## src/rtl/hack_alu_pipe.sv

```systemverilog
// hack_alu_pipe -- two-stage pipelined Hack ALU with valid/ready handshakes.
//
// Stage 1 applies the zx/nx and zy/ny pre-processing and registers the
// conditioned operands with f/no. Stage 2 computes add/and, applies the
// optional output inversion and registers the result with its zr/ng flags.
//
// Optional feature macro: HACK_ALU_CARRY_EN
//   When defined, a registered 'carry' output is added: bit 16 of xp+yp when
//   f=1, otherwise 0, independent of 'no'. When undefined the port is absent.
//
// Ports:
//   clk        in   system clock, rising edge
//   rst_n      in   asynchronous active-low reset
//   in_valid   in   operand/control beat valid
//   in_ready   out  a beat can be accepted this cycle (combinational)
//   x, y       in   16-bit operands
//   ctrl       in   {zx,nx,zy,ny,f,no}, zx is the MSB
//   out_valid  out  result beat valid
//   out_ready  in   consumer accepts the result
//   out        out  ALU result
//   zr         out  out == 0
//   ng         out  out[15]
//   carry      out  adder carry (HACK_ALU_CARRY_EN only)

// 16-bit NOT primitive (Hack Not16).
module not16 #(
  parameter int unsigned WIDTH = 16
) (
  input  logic [WIDTH-1:0] in,
  output logic [WIDTH-1:0] out
);
  assign out = ~in;
endmodule

module hack_alu_pipe #(
  parameter int unsigned WIDTH = 16
) (
  input  logic             clk,
  input  logic             rst_n,
  input  logic             in_valid,
  output logic             in_ready,
  input  logic [WIDTH-1:0] x,
  input  logic [WIDTH-1:0] y,
  input  logic [5:0]       ctrl,
  output logic             out_valid,
  input  logic             out_ready,
  output logic [WIDTH-1:0] out,
  output logic             zr,
  output logic             ng
`ifdef HACK_ALU_CARRY_EN
  ,
  output logic             carry
`endif
);

  // Control field decode
  logic zx, nx, zy, ny, fsel, nosel;
  assign zx    = ctrl[5];
  assign nx    = ctrl[4];
  assign zy    = ctrl[3];
  assign ny    = ctrl[2];
  assign fsel  = ctrl[1];
  assign nosel = ctrl[0];

  // Pipeline state
  logic             s1_valid;
  logic [WIDTH-1:0] s1_xp;
  logic [WIDTH-1:0] s1_yp;
  logic             s1_f;
  logic             s1_no;

  logic             s2_valid;
  logic [WIDTH-1:0] s2_out;
  logic             s2_zr;
  logic             s2_ng;
`ifdef HACK_ALU_CARRY_EN
  logic             s2_carry;
`endif

  // Handshake
  logic s2_free;
  logic s1_adv;
  logic accept;

  assign s2_free  = !s2_valid || out_ready;
  assign s1_adv   = s1_valid && s2_free;
  assign in_ready = !s1_valid || s2_free;
  assign accept   = in_valid && in_ready;

  // Stage 1 pre-processing
  logic [WIDTH-1:0] xz, xz_n, xp;
  logic [WIDTH-1:0] yz, yz_n, yp;

  always_comb begin
    xz = zx ? '0 : x;
    yz = zy ? '0 : y;
  end

  not16 #(.WIDTH(WIDTH)) u_not_nx (.in(xz), .out(xz_n));
  not16 #(.WIDTH(WIDTH)) u_not_ny (.in(yz), .out(yz_n));

  always_comb begin
    xp = nx ? xz_n : xz;
    yp = ny ? yz_n : yz;
  end

  // Stage 2 compute; the 17-bit sum keeps the adder carry visible
  logic [WIDTH:0]   sum;
  logic [WIDTH-1:0] r, r_n, res;
  logic             res_zr;
  logic             res_ng;
  logic             res_carry;

  always_comb begin
    sum       = {1'b0, s1_xp} + {1'b0, s1_yp};
    r         = s1_f ? sum[WIDTH-1:0] : (s1_xp & s1_yp);
    res_carry = s1_f ? sum[WIDTH] : 1'b0;
  end

  not16 #(.WIDTH(WIDTH)) u_not_no (.in(r), .out(r_n));

  always_comb begin
    res    = s1_no ? r_n : r;
    res_zr = (res == '0);
    res_ng = res[WIDTH-1];
  end

`ifndef HACK_ALU_CARRY_EN
  logic unused_carry;
  assign unused_carry = res_carry;
`endif

  // Stage 1 register
  always_ff @(posedge clk or negedge rst_n) begin
    if (!rst_n) begin
      s1_valid <= 1'b0;
      s1_xp    <= '0;
      s1_yp    <= '0;
      s1_f     <= 1'b0;
      s1_no    <= 1'b0;
    end else begin
      // Refill on accept; otherwise empty when the held beat moves on.
      if (accept) begin
        s1_valid <= 1'b1;
        s1_xp    <= xp;
        s1_yp    <= yp;
        s1_f     <= fsel;
        s1_no    <= nosel;
      end else if (s1_adv) begin
        s1_valid <= 1'b0;
      end
    end
  end

  // Stage 2 register; data only loads on advance so it holds under backpressure
  always_ff @(posedge clk or negedge rst_n) begin
    if (!rst_n) begin
      s2_valid <= 1'b0;
      s2_out   <= '0;
      s2_zr    <= 1'b0;
      s2_ng    <= 1'b0;
`ifdef HACK_ALU_CARRY_EN
      s2_carry <= 1'b0;
`endif
    end else begin
      if (s1_adv) begin
        s2_valid <= 1'b1;
        s2_out   <= res;
        s2_zr    <= res_zr;
        s2_ng    <= res_ng;
`ifdef HACK_ALU_CARRY_EN
        s2_carry <= res_carry;
`endif
      end else if (out_ready) begin
        s2_valid <= 1'b0;
      end
    end
  end

  assign out_valid = s2_valid;
  assign out       = s2_out;
  assign zr        = s2_zr;
  assign ng        = s2_ng;
`ifdef HACK_ALU_CARRY_EN
  assign carry     = s2_carry;
`endif

endmodule

```

## config.mk

```make
export PLATFORM = sky130hd
export DESIGN_NAME = hack_alu_pipe
export DESIGN_NICKNAME = d
export VERILOG_FILES = /design/src/rtl/hack_alu_pipe.sv
export SDC_FILE = /design/constraint.sdc
export NUM_CORES = 1
export LEC_CHECK = 0
export BUFFER_PORTS_ARGS = -buffer_cell sky130_fd_sc_hd__buf_4
export CAP_MARGIN = 20
export CORE_MARGIN = 3
export CORE_UTILIZATION = 35
export CTS_CLUSTER_DIAMETER = 100
export DETAILED_ROUTE_END_ITERATION = 6
export PLACE_DENSITY = 0.59
export SLEW_MARGIN = 40
export SYNTH_ARGS = -nofsm -noshare
export SYNTH_HDL_FRONTEND = slang
export SYNTH_SLANG_ARGS = --single-unit
```

## constraint.sdc

```tcl
create_clock -name clk -period 3.71 [get_ports clk]
set_input_delay 0.5565 -clock clk [delete_from_list [all_inputs] [get_ports clk]]
set_output_delay 0.5565 -clock clk [all_outputs]
set_load 0.005 [all_outputs]
```

==> impl_results.md, run 1 <==
- Outcome: complete, no violations
- Inserted Diodes: 0
- Avg Cell Area, Syn: about 8.7 sq um
- Most frequent cells in the layout: buf_4, nand2_1, o21ai_0, dfrtp_1, xnor2_1
- Hpwl dp: approximately 6300 um
- Detailed Route WL: about 8200 um
- YS warnings: 0
- Final RePlAce weighted congestion: between 0.8 and 0.9
- Synth area leader: dfrtp_1
- Initial antenna violation count: 0
- Starting Density: around 36%
- Layout cells sized above 1: 17.5%
- Clock-pin slew on the worst setup and hold paths: roughly 100 ps
- Skew-Pair Late Insertion Delay: ~310 ps
- CP arrival: 3320 ps
- Pins Over Slew Limit: 0
- Worst Path Class, Setup: flip-flop to flip-flop
- Register area: about 1300 sq um
- CP Cell Sequence: ha_1, fa_1, a211o_1, a2111oi_1, o31ai_1, and4_1, nor3_1, xor2_1, nand4_1, o31ai_2
- Startpoint types: flip-flop
- DRC: 0
- Cts repair resizes: 0
- Syn-to-layout area delta: 15.6%
- Post-Syn Instances: ~440
- Met2 WL: 3420 um
- Commonest non-fill, non-tap cell in the layout: buf_4
- Die H: ~110 um
- Filler cell count: about 1100
- Primary FF master, synth: dfrtp_1
- Clock Skew: approximately 6 ps
- Max Cap Viol: 0
- Final hold viol count: 0
- Flop-to-flop setup slack: ~620 ps
- Worst path max stage delay: approximately 450 ps
- Post-synth EDFFs: 0
- RSZ-0062 raised after global routing: false
- Fmax achieved: ~0.32 GHz
- CTS Hold Buffers Added: 0
- Asr flop ratio synth: 100%
- Synth cell types: 58
- Sequential-to-total area share from yosys stat: 34.8%
- Row cnt: 37
- Slew Limit Headroom: a little under three fifths
- GR Overflow Total: 0
- Setup repair bufs after CTS: 0
- Peak VDD IR: slightly below 0.2 mV
- Wire length on met1: ~4300 um
- Max clock buf depth: 2
- Minimum clock period: roughly 3000 ps
- Ports: 62
- TritonCTS clock tree: done
- Top layer in use: met4
- Vias in the first global route: between 3000 and 4000
- Seq cells post-synth: 53
- Routed vias/inst: about 5
- Sum Neg Setup Slack: 0 ps
- All-layer global routing usage: between 10% and 20%
- Total CTS buffers: 5
- Die area: roughly 12000 sq um
- Tightest Pin Transition: 653 ps
- Worst setup EP type: flip-flop
- Fin area: about 4400 sq um
- Slowest-stage cell, CP: a2111oi_1
- Final Net Count: roughly 540
- Worst endpoint required time: between 3000 and 4000 ps
- Vias: 3084
- First drt pass iteration count: 4
- Synthesized cell area: around 3800 sq um
- Root Buffer: clkbuf_8
- Yosys top cell area share: 34.8%
- 1st-iter DRT viols: between 150 and 200
- DR WL met3: approximately 400 um
- Die X: approximately 110 um
- Crit-path max FO: 6
- Mapped Nets: between 400 and 500
- Wire length of the first global-routing pass: between 10000 and 15000 um
- Hold Crit Class: input port to async pin
- Power Density: between 400 and 500 nW/um^2
- Antenna-violating nets left: 0
- CTS Sinks: 53
- Input/output buffers: 61
- WL/cell: approximately 13 um
- Dominant cells by area after synthesis: dfrtp_1, xnor2_1, o21ai_0, nor2b_1, nand2_1
- Core area: between 10000 and 15000 sq um
- H-tree Lvls: 2
- Tcrit/Tclk final: a little over four fifths
- Lkg Pwr: ~1.9 nW
- Multi-input combinational cell area: 2300 sq um
- Post-DP Area: between 4000 and 5000 sq um
- Largest net degree at the start of global routing: 67
- Final setup vio count: 0
[flip-flops by register name (all words and copies together) (netlist names)]
signal,cells
out,16
s1_xp,16
s1_yp,16
out_valid,1
s1_f,1
s1_no,1
s1_valid,1
zr,1
[layer usage]
layer  vias to the layer above  global-route usage [%]
li1                       1619                       -
met1                      1386                    20.1
met2                        72                    20.5
met3                         7                    2.96
met4                         0                    2.79
met5                         -                       0
[critical path, delay by kind of cell (launching register included)]
| kind | cells | cell delay, ps |
|---|---|---|
| and+or+nand+nor | 3 | 560 |
| AOI/OAI and AO/OA | 4 | 1150 |
| DFF | 1 | 400 |
| xor gates and xnor gates | 1 | 190 |
| adders and majority gates | 2 | 710 |
[metrics by stage]
| step | hold WS, ps | util, % | total power, mW | worst slack [ps] | std cells |
|---|---|---|---|---|---|
| floorplan | 261 | - | 1.54 | 826 | 437 |
| global placement | 463 | 41.2 | 1.84 | 653 | 607 |
| detailed placement | 474 | 41.2 | 1.86 | 622 | 607 |
| CTS | 295 | 42.2 | 2.22 | 608 | 615 |
| global route | 329 | 42.2 | 2.39 | 351 | 615 |
| finish | 244 | 42.2 | 2.20 | 620 | 615 |
[cell usage after synthesis, drive strengths merged, types with 2 or more instances]
cell type   n
nor3       13
nand4       6
and4        3
dfrtp      53
a2111oi     4
o311a       3
ha         16
a211oi      6
nor2b      35
a22o        2
a31oi       3
nand2b      6
a211o       4
nor4        2
mux2i       7
nand2      56
a311oi      2
mux2        2
xor2       10
inv         9
and3        4
o21ai      58
nand3b      6
or3         4
clkbuf     20
xnor2      41
o31ai       5
a21oi      11
a21o        4
buf         9
and2        2
nand3       3
o211ai      6
nor2        8
[kinds of logic after synthesis]
logic type | synth area share, %
mux | 2.43
fa+ha+maj | 5.77
flops | 34.8
xor+xnor | 11.7
simple gates | 21.1
compound gates | 19.3
buf+inv | 4.92
[layout make-up]
| type | instances | share of cell area (%) |
|---|---|---|
| clock buffer | 6 | 1.87 |
| clock inverter | 2 | 0.312 |
| inverter | 9 | 0.766 |
| multi-input combinational | 345 | 52.2 |
| sequential | 53 | 30.1 |
| tap | 136 | 3.86 |
| timing repair buffer | 64 | 10.9 |
[worst paths after layout]
| check | from | end | cells after the start |
|---|---|---|---|
| setup / recovery | s1_xp[0] | zr | 10 |
| hold / removal | rst_n | s1_xp[14] | 1 |
| setup reg to reg | s1_xp[0] | zr | 10 |
| hold reg to reg | out[6] | out[6] | 2 |
| max in group asynchronous | rst_n | out[10] | 1 |
| min in group clk | in_valid | s1_valid | 2 |
[power breakdown]
part | switching, mW | internal, mW
clock | 0.200 | 0.152
sequential | 0.0903 | 0.714
combinational | 0.548 | 0.491
total | 0.839 | 1.36
Note: power is estimated with default switching activity, not from simulation.
==> inputs of run 2 (changes only) <==
PLACE_DENSITY = 0.61   (was 0.59)
clock period = 2.6 ns   (was 3.71 ns; I/O delays follow)
==> run 2 against run 1 <==
The run now ends with setup timing left. Sequential share of layout area decreased by 2.8 points. Fmax is 8.7% higher. Largest power group unchanged. First-iteration DRC count decreased by 25%. Sequential power rose by 43%. Highest routed layer unchanged. Core utilization rose by 4.3 points. Count of clock-buffer cells in the layout decreased by 1. Non-clock buffer count grew 41. Worst setup slack worse by 860 ps. Critical path type unchanged. Largest cell class unchanged.
==> impl_results.md, run 2 (synthesis gave the netlist of run 1 again) <==
- Die H: 110 um (unchanged)
- Total CTS buffers: 5 (unchanged)
- TritonCTS clock tree: done
- Core area: 10500 sq um (unchanged)
- Skew-Pair Late Insertion Delay: 310 ps (about the same)
- CTS Sinks: 53 (unchanged)
- Hpwl dp: 6610 um (+4.6%)
- Clock Skew: 8.08 ps (+1.98 ps)
- Pwr Total: 3.56 mW (+62%)
- Fin area: 4860 sq um (+10%)
- Final setup vio count: 3 (+3)
- Root Buffer: clkbuf_8
- Commonest non-fill, non-tap cell in the layout: buf_4
- Max Cap Viol: 0 (unchanged)
- Peak VDD IR: 0.295 mV (+50%)
- Lkg Pwr: 2.14 nW (+11%)
- Syn-to-layout area delta: 27.3%
- Startpoint types: flip-flop
- Input/output buffers: 61 (unchanged)
- Failing checks: setup timing
- Row cnt: 37 (unchanged)
- Detailed Route WL: 8590 um (+5.2%)
- Final Net Count: 578 (+7.6%)
- Tcrit/Tclk final: 109% (+26 points)
- Layout cells sized above 1: 27.3% (+9.8 points)
- Final hold viol count: 0 (unchanged)
- Post-DP Area: 4610 sq um (+6.8%)
- Die area: 12200 sq um (unchanged)
- Final Util: 46.4% (+4.3 points)
- Fmax achieved: 0.352 GHz (+8.7%)
- Hold Crit Class: input port to async pin
- Minimum clock period: 2840 ps (-247 ps)
- Routed vias/inst: 4.97 (-0.96%)
- Starting Density: 36.5% (unchanged)
- RSZ-0062 raised after global routing: true
- Worst endpoint required time: 2830 ps (-1110 ps)
- Final RePlAce weighted congestion: 0.820 (-0.24%)
- GR Overflow Total: 0 (unchanged)
- Tightest Pin Transition: 654 ps (+0.800 ps)
- Filler cell count: 1063 (-4.6%)
- Worst Slack Setup Final: -243 ps (-863 ps)
- H-tree Lvls: 2 (unchanged)
- Antenna-violating nets left: 0 (unchanged)
- Max clock buf depth: 2 (unchanged)
- Die X: 110 um (unchanged)
- WL/cell: 13.1 um (-1.4%)
- Most frequent cells in the layout: buf_4, nand2_1, dfrtp_1, o21ai_0, xnor2_1
- Vias: 3258 (+5.6%)
- Slew Limit Headroom: 56.4% (about the same)
- Inserted Diodes: 0 (unchanged)
- Clock-pin slew on the worst setup and hold paths: 110 ps (about the same)
- 1st-iter DRT viols: 117 (-25%)
- CP arrival: 3080 ps (-240 ps)
- All-layer global routing usage: 14.0% (+0.37 points)
- First drt pass iteration count: 4 (unchanged)
- DRC: 0 (unchanged)
- Ports: 62 (unchanged)
- Outcome: complete, but fails checks
- Power Density: 733 nW/um^2 (+47%)
- Hold WS: 89.2 ps (-154 ps)
- Wire length of the first global-routing pass: 14800 um (+3.5%)
- CTS Hold Buffers Added: 0 (unchanged)
- Initial antenna violation count: 0 (unchanged)
- Largest net degree at the start of global routing: 65 (-3.0%)
- Pins Over Slew Limit: 0 (unchanged)
- Crit-path max FO: 5 (-1)
- Flop-to-flop setup slack: -240 ps (-860 ps)
- Vias in the first global route: 3135 (+4.3%)
- Worst Path Class, Setup: flip-flop to flip-flop
- Worst setup EP type: flip-flop
## run 2: timing repair
item	4_1_cts	5_1_grt
buffers inserted	1	2
endpoints found under the setup margin	5	8
hold endpoints to repair	0	0
gates resized for setup	5	19
pin swaps	3	14
## run 2: power by group
group	internal, mW	total (mW)	switching, mW
registers	1.02	1.15	0.128
clock network	0.289	0.581	0.292
logic	0.943	1.83	0.889
## run 2: final cells by class
class,instances,area (sq um),share of cell area (%)
inverters,9,33.8,0.696
clock buffers,5,68.8,1.42
well taps,136,170,3.50
clock inverters,3,46.3,0.953
multi-input cells,345,2420,49.8
repair buffers,105,792,16.3
flip-flops and latches,53,1330,27.3
## run 2: path summary, 6_finish.rpt
kind,start,to,depth (start not counted)
max in group asynchronous,rst_n,out[3],1
setup / recovery,s1_xp[1],zr,9
hold / removal,rst_n,s1_xp[15],1
setup reg to reg,s1_xp[1],zr,9
min in group clk,in_valid,s1_valid,2
hold reg to reg,s1_yp[4],s1_yp[4],2
## run 2: worst max-delay path, cell delays in order, from the launching register on
cell and delay (ps):
dfrtp_1 440, ha_1 330, a21o_1 210, a211o_4 370, a211o_1 300, or4_4 510
mux2i_1 120, and4_1 200, nand4_1 110, o31ai_2 170
## run 2: layer usage
| layer | routed length, um | GRT usage, % | share of wire, % |
|---|---|---|---|
| met1 | 4390 | 20.3 | 51 |
| met2 | 3810 | 22.3 | 44 |
| met3 | 335 | 2.36 | 3.9 |
| met4 | 54 | 2.22 | 0.63 |
| met5 | 0 | 0 | 0 |
## run 2: per-stage QoR
step / TNS, ps / setup slack, ps / cells
after floorplan: -114 / -114 / 437
after global placement: -393 / -230 / 645
after detailed placement: -570 / -249 / 645
after CTS: -247 / -221 / 654
after global routing: -974 / -367 / 656
final: -337 / -243 / 656
==> inputs of run 3 (changes only) <==
ABC_AREA = 1   (was unset)
==> run 3 against run 2 <==
The flow now finishes without violations. Combinational power down 12%. Flip-flop and latch count stayed put. Hold slack gained 11 ps. Wire length up 5.4%. Synthesized cell count grew 30%. Critical path type unchanged. Clock skew grew 6.0 ps.
==> impl_results.md, run 3 <==
- Synth cell types: 25 (-57%)
- Crit-path max FO: 4 (-1)
- Root Buffer: clkbuf_8
- Startpoint types: flip-flop
- Slew Limit Headroom: 56.2% (-0.17 points)
- Row cnt: 37 (unchanged)
- Die X: 110 um (about the same)
- Dpl ws: 338 ps (+587 ps)
- Commonest non-fill, non-tap cell in the layout: nand2_1
- TritonCTS clock tree: done
- Final Util: 42.7% (-3.7 points)
- Count leader, synth: nand2_1
- Most frequent cells in the layout: nand2_1, buf_4, nand3_1, dfrtp_1, inv_1
- Layout cells sized above 1: 13.3% (-14 points)
- Die H: 110 um (about the same)
- Pins Over Slew Limit: 0 (unchanged)
- Inserted Diodes: 0 (unchanged)
- Clock-pin slew on the worst setup and hold paths: 110 ps (about the same)
- Minimum clock period: 2320 ps (-523 ps)
- Outcome: complete, no violations
- Slowest-stage cell, CP: fa_1
- Synthesized cell area: 3820 sq um (+0.16%)
- Multi-input combinational cell area: 2190 sq um (-9.4%)
- CTS Hold Buffers Added: 0 (unchanged)
- Worst Slack Setup Final: 280 ps (+523 ps)
- Vias in the first global route: 3181 (+1.5%)
- Seq cells post-synth: 53 (unchanged)
- Power Density: 729 nW/um^2 (-0.58%)
- YS warnings: 0 (unchanged)
- Final setup vio count: 0 (-3)
- Input/output buffers: 61 (unchanged)
- Primary FF master, synth: dfrtp_1
- Largest net degree at the start of global routing: 67 (+3.1%)
- CP Depth: 15 (+6)
- All-layer global routing usage: 14.9% (+0.92 points)
- GR Overflow Total: 0 (unchanged)
- Initial antenna violation count: 0 (unchanged)
- Worst Path Class, Setup: flip-flop to flip-flop
- Skew-Pair Late Insertion Delay: 320 ps (about the same)
- Final RePlAce weighted congestion: 0.805 (-1.8%)
- Synth area leader: dfrtp_1
- CP Cell Sequence: ha_1, fa_1, nand3_1, nand3_1, nand2_1, nand3_1, o21ai_0, inv_1, nand2_1, nand3_1, nor2_1, nand2_1, nor2_1, nand3_1, nand2_1
- H-tree Lvls: 2 (unchanged)
- Antenna-violating nets left: 0 (unchanged)
- RSZ-0062 raised after global routing: false
- Cts repair resizes: 0 (-5)
- Tcrit/Tclk final: 89.2% (-20 points)
- Post-Syn Instances: 567 (+30%)
- Yosys top cell area share: 34.7% (-0.057 points)
- Lkg Pwr: 2.38 nW (+11%)
- Clock Skew: 14.1 ps (+6.01 ps)
- Sum Neg Setup Slack: 0 ps (+337 ps)
- Buffers plus inverters on the worst setup path: 1 (+1)
- Synth top cells by count: nand2_1, nand3_1, dfrtp_1, inv_1, o21ai_0
- CTS Sinks: 53 (unchanged)
- First drt pass iteration count: 5 (+1)
- Filler cell count: 1164 (+9.5%)
- Crit path top cell by count: nand3_1
- Routed vias/inst: 4.65 (-6.3%)
- Post-synth EDFFs: 0 (unchanged)
- Hold Crit Class: input port to async pin
- Fmax achieved: 0.431 GHz (+23%)
- Max Cap Viol: 0 (unchanged)
- DRC: 0 (unchanged)
- Wire length of the first global-routing pass: 15400 um (+4.4%)
- Core area: 10500 sq um (unchanged)
- WL/cell: 12.0 um (-8.2%)
- Worst path max stage delay: 430 ps (-80 ps)
- Final hold viol count: 0 (unchanged)
- Avg Cell Area, Syn: 6.74 sq um (-23%)
- Hpwl dp: 7060 um (+6.8%)
- Tightest Pin Transition: 657 ps (+2.51 ps)
- Starting Density: 36.5% (+0.060 points)
- Sequential-to-total area share from yosys stat: 34.7% (-0.057 points)
- Setup repair bufs after CTS: 0 (-1)
- Max clock buf depth: 2 (unchanged)
- Delay-heaviest family, CP: simple AND/OR/NAND/NOR gates
- Peak VDD IR: 0.266 mV (-9.9%)
- Depth of the most critical reg-to-reg path: 15 (+6)
- CP arrival: 2570 ps (-510 ps)
- Ports: 62 (unchanged)
- Register area: 1330 sq um (unchanged)
- Final Net Count: 675 (+17%)
- Vias: 3504 (+7.6%)
- Worst setup EP type: flip-flop
- Total CTS buffers: 5 (unchanged)
- Syn-to-layout area delta: 16.8%
- 1st-iter DRT viols: 137 (+17%)
- Dominant cells by area after synthesis: dfrtp_1, nand2_1, xor2_1, nand3_1, o21ai_0
- Worst endpoint required time: 2850 ps (+20 ps)
- Asr flop ratio synth: 100% (unchanged)
- Die area: 12200 sq um (+0.15%)
- Mapped Nets: 626 (+26%)
- Detailed Route WL: 9050 um (+5.4%)
==> run 3: cell types whose count changed in the layout (fill, tap and decap cells not counted), sizes merged, moves of 6 or more <==
cell,before,now
nand2,56,225
nand3,3,64
inv,9,54
xnor2,41,0
buf,105,65
nor2b,35,0
xor2,10,38
nor2,8,24
nor3,13,1
o21ai,58,47
mux2i,7,0
a211oi,6,0
nand2b,6,0
nand3b,6,0
==> run 3: kinds of logic after synthesis <==
kind of cell             synth area share [%]
flip-flops                               34.7
XOR/XNOR                                 8.71
AO/OA/AOI/OAI                            8.15
AND/OR/NAND/NOR                          34.7
adder cells (fa/ha/maj)                  5.76
buffers and inverters                    7.96
==> run 3: area by class of cell <==
| class | count | area share (%) |
|---|---|---|
| multi-input combinational | 438 | 49.1 |
| sequential | 53 | 29.7 |
| timing repair buffer | 65 | 10.9 |
| inverter | 53 | 4.46 |
| tap | 136 | 3.81 |
| clock buffer | 5 | 1.54 |
| clock inverter | 3 | 0.476 |
==> run 3: stage by stage <==
| step | cells | instance area [sq um] | hold WS, ps | power, mW |
|---|---|---|---|---|
| final | 753 | 4460 | 99.7 | 3.25 |
| after global routing | 753 | 4460 | 157 | 3.58 |
| after CTS | 753 | 4460 | 129 | 3.29 |
| after detailed placement | 745 | 4370 | 474 | 2.79 |
| after global placement | 745 | 4370 | 467 | 2.76 |
| after floorplan | 567 | 3820 | 94.4 | 2.26 |
==> run 3: path summary, 6_finish.rpt <==
check	endpoint	startpoint	slack [ps]
setup / recovery	zr	s1_xp[0]	280
hold / removal	out[11]	rst_n	100
setup reg to reg	zr	s1_xp[0]	280
hold reg to reg	out[5]	out[5]	490
max in group asynchronous	s1_yp[8]	rst_n	2070
min in group clk	s1_f	ctrl[1]	290
==> run 3: worst reg2reg max path: cells and delay by family (launching register included) <==
family	cells	cell delay, ps
fa+ha+maj	2	680
simple gates	11	1010
flops	1	400
buf+inv	1	60
compound gates	1	120
==> run 3: where the power goes <==
| group | switching (mW) | internal, mW |
|---|---|---|
| sequential | 0.128 | 1.03 |
| combinational | 0.946 | 0.662 |
| clock | 0.293 | 0.192 |
| total | 1.37 | 1.89 |
==> run 3: per-layer routing <==
metal	vias to the layer above	global-route usage [%]	wire (um)
met3	13	2.30	381
li1	1893	-	-
met5	-	0	0
met1	1516	22.3	4760
met4	0	3.61	131
met2	82	22.5	3780
